<file path="src/rtl/jram_ctrl_pkg.sv">
// jram_ctrl_pkg: shared types and constants for the 256x8 RAM controller.
// Used by jram_ctrl and jram_arb2.
package jram_ctrl_pkg;

  // Sequencer states
  typedef enum logic [2:0] {
    S_IDLE,
    S_ADDR,
    S_AHOLD,
    S_WSET,
    S_WHOLD,
    S_RD,
    S_DONE
  } state_t;

  // Width of the strobe down-counter; covers SET_CYCLES up to 15
  localparam int CNT_W = 4;

  // Requester index encoding
  localparam logic REQ0 = 1'b0;
  localparam logic REQ1 = 1'b1;

endpackage

</file>
<file path="src/rtl/jram_arb2.sv">
// jram_arb2: two-way request arbiter.
// Build option JRAM_CTRL_RR_EN selects round-robin arbitration with a
// registered priority pointer; otherwise req0 has fixed priority.
module jram_arb2
  import jram_ctrl_pkg::*;
(
  input  logic clk,
  input  logic reset_n,
  input  logic req0,
  input  logic req1,
  input  logic adv,        // grant taken this cycle
  output logic gnt_valid,
  output logic gnt_idx
);

  assign gnt_valid = req0 | req1;

`ifdef JRAM_CTRL_RR_EN
  logic ptr;

  // Pointed-to requester wins a tie, otherwise the only requester wins
  always_comb begin
    if (req0 && req1) gnt_idx = ptr;
    else if (req0)    gnt_idx = REQ0;
    else              gnt_idx = REQ1;
  end

  // Pointer moves to the requester that did not win each accepted grant
  always_ff @(posedge clk or negedge reset_n) begin
    if (!reset_n)  ptr <= REQ0;
    else if (adv)  ptr <= ~gnt_idx;
  end
`else
  // Fixed priority: req0 always wins
  always_comb begin
    gnt_idx = req0 ? REQ0 : REQ1;
  end

  // Clock, reset and advance are only needed by the round-robin pointer
  logic unused_arb;
  assign unused_arb = &{1'b0, clk, reset_n, adv};
`endif

endmodule

</file>
<file path="src/rtl/jram_ctrl.sv">
// jram_ctrl: arbiter and strobe sequencer for the 256x8 gate-level RAM.
// Sequence per transaction: address set strobe, address hold, then either
// data set strobe + hold (write) or data enable (read), then one-cycle ack.
// Build option JRAM_CTRL_RR_EN enables round-robin arbitration (see jram_arb2).
module jram_ctrl
  import jram_ctrl_pkg::*;
#(
  parameter int WIDTH      = 8,
  parameter int SET_CYCLES = 1
) (
  input  logic             clk,
  input  logic             reset_n,
  input  logic             req0,
  input  logic             req1,
  input  logic             wr0,
  input  logic             wr1,
  input  logic [WIDTH-1:0] addr0,
  input  logic [WIDTH-1:0] addr1,
  input  logic [WIDTH-1:0] wdata0,
  input  logic [WIDTH-1:0] wdata1,
  output logic             ack0,
  output logic             ack1,
  output logic [WIDTH-1:0] rdata,
  output logic             busy,
  output logic [WIDTH-1:0] ram_bas,
  output logic             ram_wsa,
  output logic             ram_ws,
  output logic             ram_we,
  output logic [WIDTH-1:0] ram_bio_out,
  output logic             ram_bio_oe,
  input  logic [WIDTH-1:0] ram_bio_in
);

  // Counter reload: strobe stays high for SET_CYCLES cycles
  localparam logic [CNT_W-1:0] CNT_INIT = CNT_W'(SET_CYCLES - 1);

  state_t           state;
  logic [CNT_W-1:0] cnt;
  logic             sel;        // granted requester
  logic             wr_lat;
  logic [WIDTH-1:0] wdata_lat;
  logic             gnt_valid;
  logic             gnt_idx;
  logic             adv;

  assign adv  = (state == S_IDLE) && gnt_valid;
  assign busy = (state != S_IDLE);

  jram_arb2 u_arb (
    .clk       (clk),
    .reset_n   (reset_n),
    .req0      (req0),
    .req1      (req1),
    .adv       (adv),
    .gnt_valid (gnt_valid),
    .gnt_idx   (gnt_idx)
  );

  // Sequencer: state, strobe counter and all registered RAM/requester outputs
  always_ff @(posedge clk or negedge reset_n) begin
    if (!reset_n) begin
      state       <= S_IDLE;
      cnt         <= '0;
      sel         <= REQ0;
      wr_lat      <= 1'b0;
      wdata_lat   <= '0;
      ack0        <= 1'b0;
      ack1        <= 1'b0;
      rdata       <= '0;
      ram_bas     <= '0;
      ram_wsa     <= 1'b0;
      ram_ws      <= 1'b0;
      ram_we      <= 1'b0;
      ram_bio_out <= '0;
      ram_bio_oe  <= 1'b0;
    end else begin
      ack0 <= 1'b0;
      ack1 <= 1'b0;
      case (state)
        S_IDLE: begin
          if (gnt_valid) begin
            sel       <= gnt_idx;
            wr_lat    <= (gnt_idx == REQ1) ? wr1 : wr0;
            ram_bas   <= (gnt_idx == REQ1) ? addr1 : addr0;
            wdata_lat <= (gnt_idx == REQ1) ? wdata1 : wdata0;
            ram_wsa   <= 1'b1;
            cnt       <= CNT_INIT;
            state     <= S_ADDR;
          end
        end
        S_ADDR: begin
          if (cnt == '0) begin
            ram_wsa <= 1'b0;
            state   <= S_AHOLD;
          end else begin
            cnt <= cnt - 1'b1;
          end
        end
        S_AHOLD: begin
          if (wr_lat) begin
            ram_bio_oe  <= 1'b1;
            ram_bio_out <= wdata_lat;
            ram_ws      <= 1'b1;
            cnt         <= CNT_INIT;
            state       <= S_WSET;
          end else begin
            ram_we <= 1'b1;
            state  <= S_RD;
          end
        end
        S_WSET: begin
          if (cnt == '0) begin
            ram_ws <= 1'b0;
            state  <= S_WHOLD;
          end else begin
            cnt <= cnt - 1'b1;
          end
        end
        S_WHOLD: begin
          ram_bio_oe <= 1'b0;
          ack0       <= (sel == REQ0);
          ack1       <= (sel == REQ1);
          state      <= S_DONE;
        end
        S_RD: begin
          ram_we <= 1'b0;
          rdata  <= ram_bio_in;
          ack0   <= (sel == REQ0);
          ack1   <= (sel == REQ1);
          state  <= S_DONE;
        end
        S_DONE: begin
          state <= S_IDLE;
        end
        default: begin
          state <= S_IDLE;
        end
      endcase
    end
  end

endmodule
</file>
<file path="config.mk">
export PLATFORM = sky130hd
export DESIGN_NAME = jram_ctrl
export DESIGN_NICKNAME = d
export VERILOG_FILES = /design/src/rtl/jram_ctrl_pkg.sv /design/src/rtl/jram_arb2.sv /design/src/rtl/jram_ctrl.sv
export SDC_FILE = /design/constraint.sdc
export NUM_CORES = 1
export LEC_CHECK = 0
export ABC_AREA = 1
export CORE_MARGIN = 1.5
export CORE_UTILIZATION = 34
export DETAILED_ROUTE_END_ITERATION = 10
export SLEW_MARGIN = 20
export SYNTH_ARGS = -nofsm -noshare
export SYNTH_HDL_FRONTEND = slang
export SYNTH_SLANG_ARGS = --single-unit
</file>
<file path="constraint.sdc">
create_clock -name clk -period 1.5 [get_ports clk]
set_input_delay 0.3 -clock clk [delete_from_list [all_inputs] [get_ports clk]]
set_output_delay 0.3 -clock clk [all_outputs]
set_load 0.01 [all_outputs]
</file>
Word level (Yosys, flattened, before mapping):

Cells that the tools add are included.

* add/subtract/negate cells: 1
* equality and inequality tests: 11
* muxes and demuxes: 23
* bitwise gates (word level): 2
* reduce and logical (&&, ||, !) cells: 18

Operators by type and width (number)
* $mux 8: 2
* $pmux 3 s5: 1
* $mux 3: 4
* $mux 4: 3
* $ne 2x2->1 const B: 6
* $pmux 4 s3: 1
* $reduce_and 3->1: 3
* $mux 1: 8
* $pmux 1 s2: 4
* $reduce_and 2->1: 4
* $reduce_bool 2->1: 4
* $eq 3x2->1 const B: 2
* $eq 3x3->1 const B: 2
* $reduce_bool 3->1: 2
* $logic_not 4->1: 1
* $reduce_and 4->1: 1
* $reduce_or 2->1: 2
* $sub 4x1->4 const B: 1
* $eq 3x1->1 const B: 1
* $logic_not 3->1: 1
* $not 1->1: 1
* $or 1x1->1: 1

* flip-flop bits (word level): 47
* input bits: 46
* output and inout port bits: 31

Depth between registers and ports, before layout:

* depth in word-level cells: 4
* mapped depth: 8
* gate-level depth less buffers: 8

Modules after synthesis:

From an unflattened synthesis, not the netlist that was laid out.

* cell total of the unflattened synthesis: 239
* area total of the unflattened synthesis: 2219.6 sq um

By module, submodules not included
* jram_ctrl: instances 1, cells each 236, area an instance 2205.9 sq um
* jram_arb2: instances 1, cells each 3, area an instance 13.8 sq um

Least setup slack after synthesis:

Ideal clock, no wire load.

* path kind: register to register
* start point: reg state[2]
* end point: reg ram_bas[5]
* library setup time: 0.123 ns
* arrival: 1.166 ns
* data required time: 1.377 ns
* path slack: 0.210 ns
* cell stages (with the launch flop): 9
* path buffers: 2
* cell sequence: dfrtp_1 -> buf_6 -> nor2_4 -> nand2_2 -> nor2_4 -> inv_2 -> buf_6 -> nand2_1 -> o21ai_2

* word-level cells in the longest chain between the ends: 2

RTL lines
* start: declaration: RTL line jram_ctrl.sv:37 `state_t state;`
* start signal: assignment: RTL line jram_ctrl.sv:62 `state <= S_IDLE;`
* start signal: assignment: RTL line jram_ctrl.sv:88 `state <= S_ADDR;`
* start signal: assignment: RTL line jram_ctrl.sv:94 `state <= S_AHOLD;`
* $logic_not 3->1: RTL line jram_ctrl.sv:79 `case (state)`
* $reduce_and 2->1 (no source line)
* end signal: assignment: RTL line jram_ctrl.sv:84 `ram_bas <= (gnt_idx == REQ1) ? addr1 : addr0;`
* end: declaration: RTL line jram_ctrl.sv:25 `output logic [WIDTH-1:0] ram_bas,`

Every way passes these cells.
A chain may end at the register's enable or synchronous reset.

Worst setup path in the final report:

* start point: reg ack1
* end point: out ack1

RTL lines
* start: declaration: RTL line jram_ctrl.sv:22 `output logic ack1,`
* start signal: assignment: RTL line jram_ctrl.sv:122 `ack1 <= (sel == REQ1);`
* start signal: assignment: RTL line jram_ctrl.sv:129 `ack1 <= (sel == REQ1);`

No word-level cell between the ends.

==> metrics.csv <==
stage,metric,value,unit
cells_and_area,layout.nets,389,
sta,finalSetupViolCount,0,
sta,timing.clock.skew,2.81,ps
power_and_ir_drop,peakVddDrop,733,uV
sta,slew_headroom,76.6,%
placed_design,detailedPlace.worstSlack,-112,ps
critical_path,timing.critical_path.from,ack1,
cells_and_area,syn2layout_area_growth,43.4,%
floorplanning,io-pin-count,77,
yosys,postSynthNetCount,304,
drt,met3RoutedLength,346,um
floorplanning,start_util,35.0,%
placed_design,dp_hpwl,3280,um
drt,vias,1840,
global_routing,grt_residual_overflow,0,
flow_run,drv.max_cap_violation_count,0,
yosys,yosysSeqAreaShare,53.2,%
hold_path,min_delay_path_depth,2,
clocking,clock_tree.root_cell,sky130_fd_sc_hd__clkbuf_8,
yosys,synth_top_cell_area_share,53.2,%
yosys,netlist_instances,257,
power_and_ir_drop,p_leak,1.66,nW
critical_path,endpoint_kind,output port,
hold_path,path_class_of_the_lowest_slack_min_delay_path,register to register,
global_routing,via_count_of_the_first_global_routing_pass,1794,
global_routing,largest_net_degree_at_the_start_of_global_routing,48,
hold_path,holdPathEnd,ram_bio_oe,
drt,drt_pass1_iterations,4,
drt,route.detailed.vias_per_inst,4.39,
placed_design,globalplace.congestion,0.863,
power_and_ir_drop,total_power,0.00558,W
critical_path,crit_slowest_cell,sky130_fd_sc_hd__clkdlybuf4s50_1,
critical_path,timing.critical_path.fanout_max,1,
sta,max_freq,684,MHz
critical_path,cells_along_the_critical_path,clkdlybuf4s50_1,
critical_path,crit_family,buffers and inverters,
sta,finalWorstSetupSlack,37.2,ps
yosys,synth_area_leaders,"sky130_fd_sc_hd__dfrtp_1 (53%), sky130_fd_sc_hd__nand2_1 (14%), sky130_fd_sc_hd__inv_1 (6.6%)",
global_routing,wire_length_of_the_first_global_routing_pass,8160,um
critical_path,slowest_delay,530,ps
yosys,yosysWarningCount,0,
floorplanning,rows,29,
drt,route.met2.wl,2040,um
cells_and_area,final_cell_mix,"sky130_fd_sc_hd__nand2_1 (85), sky130_fd_sc_hd__dfrtp_1 (47), sky130_fd_sc_hd__clkdlybuf4s50_1 (46), sky130_fd_sc_hd__inv_1 (39), sky130_fd_sc_hd__o21ai_0 (25)",
critical_path,combined_buffer_and_inverter_count_along_the_critical_path,1,
power_and_ir_drop,p_per_area,1760,nW/um^2
critical_path,timing.critical_path.depth,1,
global_routing,grt_resource_usage_total,14.4,%
critical_path,critical_path.reg2reg.endpoint,cnt[1],
clocking,path_clk_slew,80,ps
sta,rsz0062_at_grt,no,
cells_and_area,antenna_cells_inserted,0,
critical_path,crit_type,register to output port,
yosys,synth.cell_area,2210,sq um
critical_path,timing.reg2reg.setup_slack,170,ps
global_routing,grt_antenna_before_repair,0,
floorplanning,chipHeight,83.7,um
sta,timing_worst_slew_pin_value,350,ps
clocking,clock-sinks,47,
yosys,count_of_distinct_cell_types_in_the_synthesized_netlist,25,
yosys,ys_seq_elements,47,
clocking,cts_setup_buffers,0,
clocking,clock_insertion_delay_worst_skew,300,ps
drt,avgRoutedWirePerCell,10.8,um
sta,finalWorstPathRequiredPeriod,1460,ps
floorplanning,fp.dieW,83.7,um
sta,slew_violations,0,
critical_path,critPathRequiredTime,1200,ps
critical_path,timing.critical_path.arrival,1160,ps
placed_design,io_buffers,76,
cells_and_area,most_common_library_cell_in_the_layout_ignoring_fill_and_taps,sky130_fd_sc_hd__nand2_1,
hold_path,worstHoldStart,ram_bio_oe,
status,outcome,"complete, no violations",
yosys,synthesis.area_per_instance,8.61,sq um
clocking,ctsLongestPathBuffers,2,
drt,maxUsedRoutingLayer,met4,
drt,drt-initial-drc-count,116,
sta,hold_viol_final,0,
floorplanning,floorplan.die_area,7000,sq um
sta,period_share,97.5,%
drt,number_of_drc_violations_after_detailed_routing,0,
drt,detail_route.wirelength,4520,um
clocking,h-tree-depth,2,
clocking,numCtsBuffers,5,
drt,routedLengthMet1,2070,um
cells_and_area,drive_above_1_share,11.7,%
floorplanning,core_region_area,6310,sq um
drt,antenna_violating_nets_post_route,0,
critical_path,timing.critical_path.from_type,register,
clocking,tritoncts,done,
critical_path,worstRegToRegCells,6,
yosys,synth_top_area_cell,sky130_fd_sc_hd__dfrtp_1,
critical_path,reg2reg_from,cnt[0],
==> cells by family (layout without fill, tap and decap cells) <==
logic type,Yosys count,in the layout,synth area share (%)
AOI/OAI and AO/OA,49,49,14.1
buffers and inverters,51,136,10.9
DFF,47,47,53.2
and+or+nand+nor,108,108,20.9
xor gates and xnor gates,1,1,0.396
adders and majority gates,1,1,0.566
==> worst max path at each step <==
stage	endpoint
finish	ack1
global route	ack1
CTS	rdata[0]
detailed placement	ram_bas[1]
global placement	cnt[1]
floorplan	ram_bas[5]
==> stage by stage <==
step,cells,util [%],TNS (ps),area (sq um),hold slack (ps)
2_1_floorplan,257,-,0,2210,4.41
3_3_place_gp,411,49.0,-1440,3100,303
3_5_place_dp,411,49.0,-1650,3100,305
4_1_cts,419,50.1,0,3170,477
5_1_grt,419,50.3,0,3170,496
6_report,419,50.3,0,3170,469
==> registers in the layout, indices dropped and copies added, names as in the netlist, 3 cells and up <==
| name | cells |
|---|---|
| wdata_lat | 8 |
| state | 3 |
| ram_bas | 8 |
| rdata | 8 |
| ram_bio_out | 8 |
| cnt | 4 |
==> synthesized netlist by cell type <==
cell                       number
sky130_fd_sc_hd__a21oi_1        1
sky130_fd_sc_hd__a31oi_1        1
sky130_fd_sc_hd__buf_1          1
sky130_fd_sc_hd__buf_2          1
sky130_fd_sc_hd__buf_6          5
sky130_fd_sc_hd__buf_8          1
sky130_fd_sc_hd__clkbuf_1       2
sky130_fd_sc_hd__dfrtp_1       47
sky130_fd_sc_hd__ha_1           1
sky130_fd_sc_hd__inv_1         39
sky130_fd_sc_hd__inv_2          2
sky130_fd_sc_hd__nand2_1       85
sky130_fd_sc_hd__nand2_2        1
sky130_fd_sc_hd__nand3_1        7
sky130_fd_sc_hd__nand3_2        2
sky130_fd_sc_hd__nor2_1         8
sky130_fd_sc_hd__nor2_4         4
sky130_fd_sc_hd__o211ai_1       9
sky130_fd_sc_hd__o21ai_0       25
sky130_fd_sc_hd__o21ai_1        2
sky130_fd_sc_hd__o21ai_2        9
sky130_fd_sc_hd__o22ai_1        1
sky130_fd_sc_hd__o22ai_2        1
sky130_fd_sc_hd__or2_2          1
sky130_fd_sc_hd__xnor2_1        1
==> power breakdown <==
group          total, W  switching, W  internal [W]  leakage [nW]
sequential      0.00216      0.000293       0.00186         0.582
clock          0.000760      0.000398      0.000362        0.0470
combinational   0.00267       0.00144       0.00123          1.03
==> area by class of cell <==
| cell class | count | area, sq um |
|---|---|---|
| Clock buffer | 6 | 82.6 |
| Clock inverter | 1 | 5.00 |
| Fill cell | 646 | 3140 |
| Inverter | 41 | 154 |
| Multi-Input combinational cell | 159 | 795 |
| Sequential cell | 47 | 1180 |
| Tap cell | 77 | 96.3 |
| Timing Repair Buffer | 88 | 865 |
==> metal layers <==
metal  track usage, %  up-vias
li1                 -      963
met1             17.9      813
met5                0        -
met2             23.4       60
met4             4.92        0
met3             5.14        4
==> what timing repair did <==
item	CTS	global route
resized for setup	25	6
hold buffers	1	0
hold endpoints to repair	47	0
endpoints found under the setup margin	24	6
pin swaps	0	0
Power figures use the tool's default switching activity.
